### config.mk
export PLATFORM = sky130hd
export DESIGN_NAME = pool_bank_scheduler
export DESIGN_NICKNAME = d
export VERILOG_FILES = /design/src/rtl/graph_pkg.sv /design/src/rtl/pool_bank_scheduler.sv
export SDC_FILE = /design/constraint.sdc
export NUM_CORES = 1
export LEC_CHECK = 0
export ABC_CLOCK_PERIOD_IN_PS = 2700
export CAP_MARGIN = 40
export CORE_AREA = 4 4 126 128
export CTS_CLUSTER_SIZE = 16
export DETAILED_ROUTE_END_ITERATION = 7
export DIE_AREA = 0 0 130 132
export PLACE_DENSITY = 0.85
export SYNTH_ARGS = -nofsm -noshare
export SYNTH_HDL_FRONTEND = slang
export SYNTH_SLANG_ARGS = --single-unit
### constraint.sdc
create_clock -name clk -period 2.7 [get_ports clk]
set_input_delay 0.81 -clock clk [delete_from_list [all_inputs] [get_ports clk]]
set_output_delay 0.81 -clock clk [all_outputs]
set_load 0.005 [all_outputs]
### src/rtl/graph_pkg.sv
// Shared types and constants for the pooled-graph bank scheduler.
// Holds the scanner state encoding and the occupied-flag bit position.
package graph_pkg;

    localparam int unsigned PRECISION = 1;
    localparam int unsigned OCC_BIT   = 4;

    typedef enum logic [2:0] {
        S_IDLE,
        S_RD,
        S_CAP,
        S_CLR,
        S_OUT,
        S_DONE
    } scan_state_e;

endpackage

### src/rtl/pool_bank_scheduler.sv
// Shares one bank port between the maxpool (priority) and a read-clear-drain scanner.
// Optional feature: define POOL_SKIP_EMPTY_EN to skip words whose occupied flag is 0.
module pool_bank_scheduler
    import graph_pkg::*;
#(
    parameter int unsigned GRAPH_SIZE = 16,
    parameter int unsigned DATA_WIDTH = 32*PRECISION+18,
    parameter int unsigned ADDR_WIDTH = $clog2(GRAPH_SIZE*GRAPH_SIZE)
) (
    input  logic                  clk,
    input  logic                  reset,
    input  logic                  mp_ena,
    input  logic                  mp_wea,
    input  logic [ADDR_WIDTH-1:0] mp_addr,
    input  logic [DATA_WIDTH-1:0] mp_write,
    output logic [DATA_WIDTH-1:0] mp_read,
    input  logic                  scan_start,
    output logic                  scan_busy,
    output logic                  scan_done,
    output logic                  out_valid,
    input  logic                  out_ready,
    output logic [ADDR_WIDTH-1:0] out_addr,
    output logic [DATA_WIDTH-1:0] out_data,
    output logic                  bram_ena,
    output logic                  bram_wea,
    output logic [ADDR_WIDTH-1:0] bram_addr,
    output logic [DATA_WIDTH-1:0] bram_wdata,
    input  logic [DATA_WIDTH-1:0] bram_rdata
);

    localparam logic [ADDR_WIDTH-1:0] LAST_ADDR = ADDR_WIDTH'(GRAPH_SIZE*GRAPH_SIZE-1);

    scan_state_e           state_q, state_d;
    logic [ADDR_WIDTH-1:0] cnt_q, cnt_d;
    logic [ADDR_WIDTH-1:0] out_addr_q, out_addr_d;
    logic [DATA_WIDTH-1:0] out_data_q, out_data_d;
    logic                  scan_ena, scan_wea, hazard;

    // A maxpool write to the word in flight invalidates the capture.
    assign hazard = mp_ena && mp_wea && (mp_addr == cnt_q);

    always_comb begin
        state_d    = state_q;
        cnt_d      = cnt_q;
        out_addr_d = out_addr_q;
        out_data_d = out_data_q;
        scan_ena   = 1'b0;
        scan_wea   = 1'b0;
        case (state_q)
            S_IDLE: begin
                if (scan_start) begin
                    state_d = S_RD;
                    cnt_d   = '0;
                end
            end
            S_RD: begin
                if (!mp_ena) begin
                    scan_ena = 1'b1;
                    state_d  = S_CAP;
                end
            end
            S_CAP: begin
                if (hazard) begin
                    state_d = S_RD;
                end else begin
`ifdef POOL_SKIP_EMPTY_EN
                    if (!bram_rdata[OCC_BIT]) begin
                        if (cnt_q == LAST_ADDR) begin
                            state_d = S_DONE;
                        end else begin
                            cnt_d   = cnt_q + 1'b1;
                            state_d = S_RD;
                        end
                    end else begin
                        out_data_d = bram_rdata;
                        out_addr_d = cnt_q;
                        state_d    = S_CLR;
                    end
`else
                    out_data_d = bram_rdata;
                    out_addr_d = cnt_q;
                    state_d    = S_CLR;
`endif
                end
            end
            S_CLR: begin
                if (hazard) begin
                    state_d = S_RD;
                end else if (!mp_ena) begin
                    scan_ena = 1'b1;
                    scan_wea = 1'b1;
                    state_d  = S_OUT;
                end
            end
            S_OUT: begin
                if (out_ready) begin
                    if (cnt_q == LAST_ADDR) begin
                        state_d = S_DONE;
                    end else begin
                        cnt_d   = cnt_q + 1'b1;
                        state_d = S_RD;
                    end
                end
            end
            S_DONE:  state_d = S_IDLE;
            default: state_d = S_IDLE;
        endcase
    end

    always_ff @(posedge clk) begin
        if (!reset) begin
            state_q    <= S_IDLE;
            cnt_q      <= '0;
            out_addr_q <= '0;
            out_data_q <= '0;
        end else begin
            state_q    <= state_d;
            cnt_q      <= cnt_d;
            out_addr_q <= out_addr_d;
            out_data_q <= out_data_d;
        end
    end

    // Scanner access is suppressed while reset is held so an abandoned clear never lands.
    always_comb begin
        if (mp_ena) begin
            bram_ena   = 1'b1;
            bram_wea   = mp_wea;
            bram_addr  = mp_addr;
            bram_wdata = mp_write;
        end else begin
            bram_ena   = scan_ena && reset;
            bram_wea   = scan_wea && reset;
            bram_addr  = cnt_q;
            bram_wdata = '0;
        end
    end

    assign mp_read   = bram_rdata;
    assign out_valid = (state_q == S_OUT);
    assign out_addr  = out_addr_q;
    assign out_data  = out_data_q;
    assign scan_busy = (state_q != S_IDLE);
    assign scan_done = (state_q == S_DONE);

endmodule

# Word-level counts from Yosys, hierarchy flattened
# Index checks and enable logic that the tools add are counted.
dict set report op_classes {
  add_sub_neg 1
  n_mul 0
  div_mod_pow 0
  magnitude_cmp 0
  n_eq_ne 12
  shifts 0
  muxes 20
  n_bitwise 1
  reduce_logical 10
}
# cell n
set ops {}
lappend ops {{two-way mux 50 bit} 1}
lappend ops {{two-way mux 8 bit} 4}
lappend ops {{two-way mux 3 bit} 6}
lappend ops {{one-hot mux 8 bit (2 select lines)} 1}
lappend ops {{one-hot mux 3 bit (5 select lines)} 1}
lappend ops {{adder 8 x 1 -> 8 bit (second input constant)} 1}
lappend ops {{== test 8 bit} 1}
lappend ops {{== test 8 bit (second input constant)} 1}
lappend ops {{AND reduction 4 bit} 2}
lappend ops {{== test 3 x 2 -> 1 bit (second input constant)} 2}
lappend ops {{== test 3 bit (second input constant)} 2}
lappend ops {{!= test 2 bit (second input constant)} 3}
lappend ops {{two-way mux 1 bit} 5}
lappend ops {{logical AND 1 bit} 4}
lappend ops {{== test 3 x 1 -> 1 bit (second input constant)} 1}
lappend ops {{zero test 3 bit} 1}
lappend ops {{!= test 3 bit (second input constant)} 1}
lappend ops {{nonzero test 3 bit} 1}
lappend ops {{two-way mux 2 bit} 1}
lappend ops {{!= test 2 x 1 -> 1 bit (second input constant)} 1}
lappend ops {{one-hot mux 1 bit (2 select lines)} 1}
lappend ops {{AND reduction 2 bit} 1}
lappend ops {{nonzero test 2 bit} 1}
lappend ops {{inverter 1 bit} 1}
dict set report totals {
  register_bits 69
  latch_bits 0
  mem_bits_rw 0
  romBits 0
  in_bits 114
  output_inout_bits 171
  word_cells 48
  memories 0
}

# Depth between registers and ports, before layout
# Gate-level depths: netlist (run 1).
dict set report logic_depth {
  word_depth 6
  mapped_depth 9
}

# Worst setup path before layout (run 1)
# OpenSTA, ideal clock, no wires.
dict set report synth_timing {
  path_kind {in2out}
  startpoint {input port reset}
  endpoint {output port bram_wea}
  arrival_time_ps 2017
  required_time_ps 1890
  setup_slack_ps -127
  cell_stages 6
  cell_sequence {clkbuf_1 clkbuf_1 clkbuf_1 clkbuf_1 nand3_1 nand2_1}
}
dict set report synth_between {
  elab_chain_cells 2
}
# item line_no
set synth_rtl {}
lappend synth_rtl {{start: declaration} pool_bank_scheduler.sv:11} ;# input logic reset,
lappend synth_rtl {{logical AND 1 bit} pool_bank_scheduler.sv:133} ;# bram_wea = scan_wea && reset;
lappend synth_rtl {{two-way mux 1 bit} pool_bank_scheduler.sv:126} ;# if (mp_ena) begin
lappend synth_rtl {{end: declaration} pool_bank_scheduler.sv:25} ;# output logic bram_wea,
# Every way passes these cells.

# Worst setup path in the final report (run 1)
dict set report layout_timing {
  startpoint {input port mp_write[23]}
  endpoint {output port bram_wdata[23]}
}
dict set report layout_between {
  elab_chain_cells 1
}
# item line_no
set layout_rtl {}
lappend layout_rtl {{start: declaration} pool_bank_scheduler.sv:15} ;# input logic [DATA_WIDTH-1:0] mp_write,
lappend layout_rtl {{two-way mux 50 bit} pool_bank_scheduler.sv:126}
lappend layout_rtl {{end: declaration} pool_bank_scheduler.sv:27} ;# output logic [DATA_WIDTH-1:0] bram_wdata,
# Every way passes these cells.

==> results.json, run 1 <==
{
  "status": "complete, but fails checks",
  "violations": "setup timing",
  "vias_per_cell": 5.35,
  "cts_sinks": 69,
  "worstMarginPinSlew_ns": 0.883,
  "synthFlopType": "dfxtp_1",
  "min_period_ns": 2.70,
  "cts_buffer_depth": 2,
  "fin_tns_setup_ns": -0.00264,
  "p_total_mw": 3.12,
  "fp-row-count": 45,
  "syn_area_sq_um": 5050,
  "cts_made_buffers": 9,
  "firstDrtPassIters": 5,
  "final_common_cell": "clkdlybuf4s50_1",
  "hp-class": "flip-flop to flip-flop",
  "drv_cap": 0,
  "ios": 285,
  "vdd_ir_drop_max_mv": 0.305,
  "hpwlAfterDp_mm": 13.4,
  "grt_pass1_vias": 5528,
  "crit_slowest_cell": "clkdlybuf4s50_1",
  "wl_per_cell_microns": 16.9,
  "finClkSkew_ns": 0.0119,
  "start_util": 0.340,
  "cts-root-buf": "clkbuf_16",
  "yosysTopAreaCellShare": 0.273,
  "synth_top_area_cell": "dfxtp_1",
  "worstSkewPairLatency_ns": 0.33,
  "place_inst": 1055,
  "drcViolationCount": 0,
  "nets": 996,
  "ys_seq_area_frac": 0.273,
  "layout_setup_ws_ns": -0.00264,
  "vias": 5744,
  "place_area_sq_um": 7780,
  "synth.avg_cell_area_sq_um": 7.47,
  "fillCellCount": 1423,
  "drt_iter0_markers": 522,
  "endpoint_kind": "primary output",
  "final_cell_mix": "clkdlybuf4s50_1, nand2_1, dfxtp_1, and3_1, o2111ai_1",
  "crit_chain": "clkdlybuf4s50_1 > and2_1 > clkdlybuf4s50_1",
  "gr-usage-all-layers": 0.207,
  "cpMostUsedCell": "clkdlybuf4s50_1",
  "cts.clk_slew.worst_paths_ns": 0.05,
  "dieHeight_microns": 132,
  "grt.overflow.total": 0,
  "grt_antenna_before_repair": 1,
  "cp.required_ns": 1.89,
  "drtAntennaViolNets": 0,
  "dieArea_sq_um": 17200,
  "drv_slew": 0,
  "slew_headroom": 0.408,
  "syn2layout_area_growth_pct": 59.5,
  "hold_buffers": 0,
  "crit_path_max_fanout": 1,
  "stdcell_count": 1073,
  "place_congestion": 0.845,
  "synth_seq_cells": 69,
  "max_freq_mhz": 370,
  "port_buffers": 284,
  "cts_tree": "built",
  "core-area_sq_um": 14900,
  "crit_path_start_kind": "primary input",
  "min_period_over_period": 1.00,
  "routed_wl_mm": 18.2,
  "critical_path_arrival_ns": 1.89,
  "stdcell_area_sq_um": 8060,
  "drive_above_1_share": 0.0803,
  "synth-edff-count": 0,
  "synthCells": 677,
  "setup_viol": 1,
  "yosysUniqueCellTypes": 37,
  "max_stage_delay_ns": 0.51,
  "die_w_microns": 130,
  "grt_pass1_wl_mm": 28.7,
  "p_leak_nw": 3.32,
  "crit_type": "primary input to primary output",
  "grt_max_degree": 129,
  "htree_levels": 3,
  "synth-async-reset-ratio": 0,
  "finalHoldViolations": 0,
  "synth_area_leaders": "dfxtp_1, o2111ai_1, nand2_1",
  "ys_warn_count": 0,
  "synth_fp_nets": 792,
  "p_per_area_nw_per_um2": 387
}
[Yosys cell counts (2+ instances only)]
library cell	count
o2111ai_1	62
xnor2_1	6
and3_1	62
mux2_2	8
nor2_1	4
dfxtp_1	69
nor2b_1	3
o21ai_0	60
buf_6	7
a2111o_1	4
mux2i_1	2
o211ai_1	2
inv_1	2
buf_4	51
nor3b_2	2
nand3_1	11
xor2_1	3
or4_1	59
or2_2	3
buf_2	3
nand2_1	123
and2_1	50
a21oi_1	2
clkbuf_1	66
[metal layers]
layer / part of all wire / vias up / global-route usage / wire length, microns
met5: 0 / - / 0 / 0
met4: 0.026 / 0 / 0.0681 / 467
met3: 0.082 / 26 / 0.0579 / 1490
met2: 0.53 / 243 / 0.374 / 9560
met1: 0.37 / 2644 / 0.230 / 6670
li1: - / 2831 / - / -
[critical path: cells and delay by family]
kind	cells	cell delay, ns
buffers and inverters	2	0.95
and+or+nand+nor	1	0.13
[power breakdown]
part / internal, mW / switching, mW / leakage, nW / total, mW
clock: 0.701 / 0.443 / 0.141 / 1.14
combinational: 0.510 / 0.337 / 2.62 / 0.847
sequential: 1.09 / 0.0396 / 0.561 / 1.13
total: 2.30 / 0.819 / 3.32 / 3.12
[final cells by class]
class | count | area (sq um) | area share
multi-input combinational | 479 | 2970 | 0.368
antenna | 1 | 2.50 | 0.000310
tap | 188 | 235 | 0.0292
clock inverter | 5 | 53.8 | 0.00667
clock buffer | 9 | 225 | 0.0279
inverter | 2 | 7.51 | 0.000931
timing repair buffer | 320 | 3190 | 0.396
sequential | 69 | 1380 | 0.171
[final timing paths]
kind | to | depth (start not counted) | startpoint | slack, ns
worst max-delay path | bram_wdata[23] | 3 | mp_write[23] | -0.003
worst min-delay path | out_data[16] | 2 | out_data[16] | 0.52
worst max register to register | cnt_q[6] | 5 | cnt_q[1] | 0.57
worst min register to register | out_data[16] | 2 | out_data[16] | 0.52
[through the flow]
| step | setup WS [ns] | utilization | hold slack [ns] |
|---|---|---|---|
| after floorplan | 0.0154 | - | 0.497 |
| after global placement | -0.154 | 0.524 | 0.503 |
| after detailed placement | -0.225 | 0.524 | 0.512 |
| after CTS | 0.00427 | 0.539 | 0.518 |
| after global routing | -0.0206 | 0.543 | 0.546 |
| final | -0.00264 | 0.543 | 0.516 |
[what timing repair did]
| action | in CTS | in global routing |
|---|---|---|
| gates cloned | 0 | 0 |
| setup buffers | 0 | 3 |
| setup endpoints to repair | 45 | 14 |
| resized for setup | 46 | 13 |
[cells by family after synthesis]
family          count (synthesis)  share of synthesized area
flops                          69                      0.273
buf+inv                       129                      0.145
fa+ha+maj                       1                    0.00247
simple gates                  322                      0.352
mux                            10                     0.0218
compound gates                137                      0.190
xor+xnor                        9                     0.0156
[state kept, by name, summed over array words and instances, names as in the netlist]
name      count
state_q       3
cnt_q         8
out_addr      8
out_data     50
No activity file was read; power rests on OpenSTA's default activity.
==> run 2, diff against run 1 <==
CORE_AREA = 4 4 124 126   (was 4 4 126 128)
DIE_AREA = 0 0 128 130   (was 0 0 130 132)
PLACE_DENSITY = 0.87   (was 0.85)
==> run 2 against run 1 <==
Net effect:
- the flow now finishes without violations
- clock power is 7% lower
- critical path depth down 1
- sequential share of layout area increased by 0.18 points
- sequential cell count is the same
- setup slack gained 0.030 ns
- first-iteration DRC count rose by 16%
- combinational power shrank 0.9%
- critical endpoint is now mp_read[3]
- largest power group is now sequential cells
==> results.json, run 2 (synthesis results as in run 1) <==
{
  "hpwlAfterDp_mm": 13.5,
  "setup_viol": 0,
  "cp.required_ns": 1.89,
  "endpoint_kind": "primary output",
  "nets": 988,
  "power.internal_mw": 2.21,
  "status": "finished, final reports clean",
  "firstDrtPassIters": 5,
  "fin_tns_setup_ns": 0,
  "grt.overflow.total": 0,
  "min_period_ns": 2.67,
  "drtAntennaViolNets": 0,
  "port_buffers": 284,
  "final_common_cell": "clkdlybuf4s50_1",
  "cts-root-buf": "clkbuf_16",
  "grt_pass1_vias": 5375,
  "dieHeight_microns": 130,
  "pwr-share-clk": 0.349,
  "place_congestion": 0.847,
  "combPwrFrac": 0.277,
  "p_leak_nw": 3.28,
  "max_freq_mhz": 374,
  "cts.clk_slew.worst_paths_ns": 0.06,
  "gr-usage-all-layers": 0.210,
  "syn2layout_area_growth_pct": 57.9,
  "crit_chain": "clkdlybuf4s50_1 > clkdlybuf4s50_1",
  "worstMarginPinSlew_ns": 0.935,
  "seqPwrFrac": 0.374,
  "max_stage_delay_ns": 0.53,
  "cts_sinks": 69,
  "cts_made_buffers": 9,
  "place_inst": 1046,
  "crit_path_start_kind": "primary input",
  "slew_headroom": 0.374,
  "drive_above_1_share": 0.0706,
  "crit_path_max_fanout": 2,
  "path_buf_inv": 2,
  "stdcell_count": 1064,
  "post-route-util": 0.558,
  "final_cell_mix": "clkdlybuf4s50_1, nand2_1, dfxtp_1, and3_1, o2111ai_1",
  "cts_buffer_depth": 2,
  "dieArea_sq_um": 16600,
  "crit_type": "primary input to primary output",
  "finClkSkew_ns": 0.00864,
  "grt_pass1_wl_mm": 27.8,
  "start_util": 0.353,
  "switching_share": 0.272,
  "vdd_ir_drop_max_mv": 0.310,
  "die_w_microns": 128,
  "critical_path_arrival_ns": 1.86,
  "core-area_sq_um": 14300,
  "crit_slowest_cell": "clkdlybuf4s50_1",
  "cts_tree": "built",
  "htree_levels": 3,
  "critical_path.top_delay_family": "buffers and inverters",
  "grt_antenna_before_repair": 3,
  "drv_slew": 0,
  "drcViolationCount": 0,
  "cpMostUsedCell": "clkdlybuf4s50_1",
  "grt_setup_unrepaired": "false",
  "hp-class": "flip-flop to flip-flop",
  "worstSkewPairLatency_ns": 0.33,
  "postCtsSetupRepairBufs": 0,
  "vias": 5822,
  "grt_max_degree": 126,
  "regToRegSetupSlack_ns": 0.54,
  "routed_wl_mm": 18.3,
  "drv_cap": 0,
  "drt_iter0_markers": 603,
  "wl_per_cell_microns": 17.2,
  "fp-row-count": 44,
  "largest_reg_flops": 50,
  "ios": 285,
  "min_period_over_period": 0.990,
  "vias_per_cell": 5.47,
  "switchingPower_mw": 0.825,
  "finalHoldViolations": 0,
  "p_per_area_nw_per_um2": 380
}
## run 2: per-layer routing
metal	up-vias	track usage	part of all wire
met3	29	0.0614	0.084
met5	-	0	0.00071
met1	2678	0.237	0.38
met2	289	0.373	0.51
li1	2824	-	-
met4	2	0.0824	0.029
## run 2: area by class of cell
type | instances | area (sq um)
inverters | 2 | 7.51
clock buffers | 11 | 233
diodes | 2 | 5.00
well taps | 184 | 230
flip-flops and latches | 69 | 1380
repair buffers | 312 | 3130
clock inverters | 5 | 27.5
multi-input cells | 479 | 2960
fillers | 1314 | 6330
## run 2: what timing repair did
| action | in CTS | in global routing |
|---|---|---|
| gates resized for setup | 48 | 13 |
| pin swaps | 0 | 0 |
| hold buffers | 0 | 0 |
| endpoints found under the setup margin | 47 | 13 |
| hold endpoints to repair | 0 | 0 |
## run 2: power groups by stage
| stage | clock, mW | combinational [mW] | sequential (mW) |
|---|---|---|---|
| CTS | 1.08 | 0.850 | 1.13 |
| floorplan | 0 | 0.329 | 1.15 |
| global placement | 0 | 0.863 | 1.15 |
| finish | 1.06 | 0.839 | 1.13 |
| detailed placement | 0 | 0.872 | 1.16 |
| global route | 1.13 | 0.908 | 1.14 |
## run 2: through the flow
stage / total power [mW] / hold slack (ns) / area [sq um] / setup slack (ns)
finish: 3.03 / 0.514 / 7980 / 0.0273
global route: 3.18 / 0.540 / 7980 / 0.000657
CTS: 3.07 / 0.518 / 7950 / 0.00249
detailed placement: 2.03 / 0.510 / 7740 / -0.192
global placement: 2.02 / 0.498 / 7740 / -0.152
floorplan: 1.48 / 0.497 / 5060 / 0.0154
## run 2: worst paths after layout
path	startpoint	end	cells after the start
worst min register to register	out_data[38]	out_data[38]	2
worst min-delay path	out_data[38]	out_data[38]	2
worst max-delay path	bram_rdata[3]	mp_read[3]	2
worst max register to register	cnt_q[1]	cnt_q[6]	5
==> run 3, diff against run 2 <==
CORE_AREA = 4 4 127 129   (was 4 4 124 126)
DIE_AREA = 0 0 131 133   (was 0 0 128 130)
PLACE_DENSITY = 0.84   (was 0.87)
SKIP_CTS_REPAIR_TIMING = 1   (was default)
==> run 3 against run 2 <==
Net effect:
- global-route usage down 1.4 points
- worst hold slack improved by 0.0015 ns
- critical endpoint is now mp_read[31]
- first-iteration DRC count shrank 34%
- maximum frequency up 0.59%
- total power up 4.3%
==> results.json, run 3 (synthesis results as in run 1) <==
{
  "status": "finished, final reports clean",
  "setup_viol": 0,
  "start_util": 0.336,
  "cts_sinks": 69,
  "final_cell_mix": "clkdlybuf4s50_1, nand2_1, dfxtp_1, and3_1, o2111ai_1",
  "min_period_ns": 2.66,
  "grt_max_degree": 125,
  "critical_path_arrival_ns": 1.85,
  "fillCellCount": 1337,
  "wl_per_cell_microns": 16.8,
  "hpwlAfterDp_mm": 12.8,
  "regToRegSetupSlack_ns": 0.54,
  "port_buffers": 284,
  "drv_cap": 0,
  "vias": 5799,
  "largest_reg_flops": 50,
  "gr-usage-all-layers": 0.196,
  "max_freq_mhz": 376,
  "p_per_area_nw_per_um2": 386,
  "crit_path_start_kind": "primary input",
  "max_stage_delay_ns": 0.52,
  "drive_above_1_share": 0.0740,
  "cts-root-buf": "clkbuf_16",
  "min_period_over_period": 0.984,
  "grt_setup_unrepaired": "false",
  "grt.overflow.total": 0,
  "cp.required_ns": 1.89,
  "finClkSkew_ns": 0.00885,
  "drcViolationCount": 0,
  "die_w_microns": 131,
  "drt_iter0_markers": 395,
  "cts.clk_slew.worst_paths_ns": 0.06,
  "htree_levels": 3,
  "path_buf_inv": 2,
  "ios": 285,
  "slew_headroom": 0.389,
  "crit_type": "primary input to primary output",
  "cts_made_buffers": 9,
  "grt_pass1_vias": 5367,
  "vdd_ir_drop_max_mv": 0.305,
  "cts_tree": "built",
  "endpoint_kind": "primary output",
  "p_leak_nw": 3.82,
  "worstSkewPairLatency_ns": 0.34,
  "dieHeight_microns": 133,
  "worstMarginPinSlew_ns": 0.913,
  "finalHoldViolations": 0,
  "routed_wl_mm": 17.9,
  "vias_per_cell": 5.43,
  "fp-row-count": 45,
  "hp-class": "flip-flop to flip-flop",
  "syn2layout_area_growth_pct": 61.9,
  "post-route-util": 0.544,
  "fin_tns_setup_ns": 0,
  "nets": 988,
  "drtAntennaViolNets": 0,
  "regArea_sq_um": 1380,
  "cpMostUsedCell": "clkdlybuf4s50_1",
  "drv_slew": 0,
  "crit_path_max_fanout": 2,
  "grt_antenna_before_repair": 1,
  "crit_slowest_cell": "clkdlybuf4s50_1",
  "place_congestion": 0.836,
  "crit_chain": "clkdlybuf4s50_1 > clkdlybuf4s50_1",
  "multiInputGateArea_sq_um": 2970,
  "core-area_sq_um": 15000,
  "dieArea_sq_um": 17400,
  "cts_buffer_depth": 2,
  "critical_path.top_delay_family": "buffers and inverters",
  "grt_pass1_wl_mm": 27.4,
  "firstDrtPassIters": 5,
  "final_common_cell": "clkdlybuf4s50_1"
}
[run 3: cell count changes in the layout (fill, tap and decap cells not counted), sizes merged]
cell	before	now
buf	30	29
clkbuf	11	13
clkdlybuf4s50	223	222
clkinv	4	2
diode	2	1
dlygate4sd2	47	0
dlymetal6s2s	12	60
inv	2	3
[run 3: cell type report]
type                            count  share of cell area
Timing Repair Buffer              312               0.403
Multi-Input combinational cell    479               0.362
Sequential cell                    69               0.169
Clock buffer                       12              0.0326
Tap cell                          188              0.0287
Clock inverter                      4             0.00367
Inverter                            2            0.000917
Antenna cell                        1            0.000306
[run 3: through the flow]
step | setup WS, ns | cells | area, sq um | power (mW) | hold slack (ns)
after detailed placement | -0.196 | 1049 | 7700 | 2.02 | 0.512
after floorplan | 0.0154 | 677 | 5060 | 1.48 | 0.497
after CTS | -0.109 | 1065 | 8000 | 3.20 | 0.521
after global placement | -0.153 | 1049 | 7700 | 2.00 | 0.501
final | 0.0431 | 1067 | 8180 | 3.16 | 0.515
after global routing | 0.0101 | 1067 | 8180 | 3.31 | 0.536
[run 3: metal layers]
layer | vias to the layer above | part of all wire | track usage
met5 | - | 0 | 0
met4 | 0 | 0.028 | 0.0834
met3 | 31 | 0.090 | 0.0606
met2 | 245 | 0.51 | 0.334
met1 | 2692 | 0.37 | 0.223
li1 | 2831 | - | -
[run 3: worst reg2reg max path, delay by kind of cell, from the launching register on]
kind / cells / cell delay [ns]
fa+ha+maj: 1 / 0.26
simple gates: 1 / 0.13
compound gates: 2 / 0.99
flops: 1 / 0.51
mux: 1 / 0.16
[run 3: worst paths after layout]
| kind | from | end | cells past startpoint |
|---|---|---|---|
| setup / recovery | bram_rdata[31] | mp_read[31] | 2 |
| setup reg to reg | cnt_q[0] | cnt_q[6] | 5 |
| hold reg to reg | out_data[3] | out_data[3] | 2 |
| hold / removal | out_data[3] | out_data[3] | 2 |
[run 3: where the power goes]
group          total (mW)  leakage, nW  switching [mW]  internal [mW]
logic               0.848         3.11           0.334          0.514
clock network        1.18        0.145           0.481          0.701
registers            1.13        0.561          0.0402           1.09
total                3.16         3.82           0.855           2.31
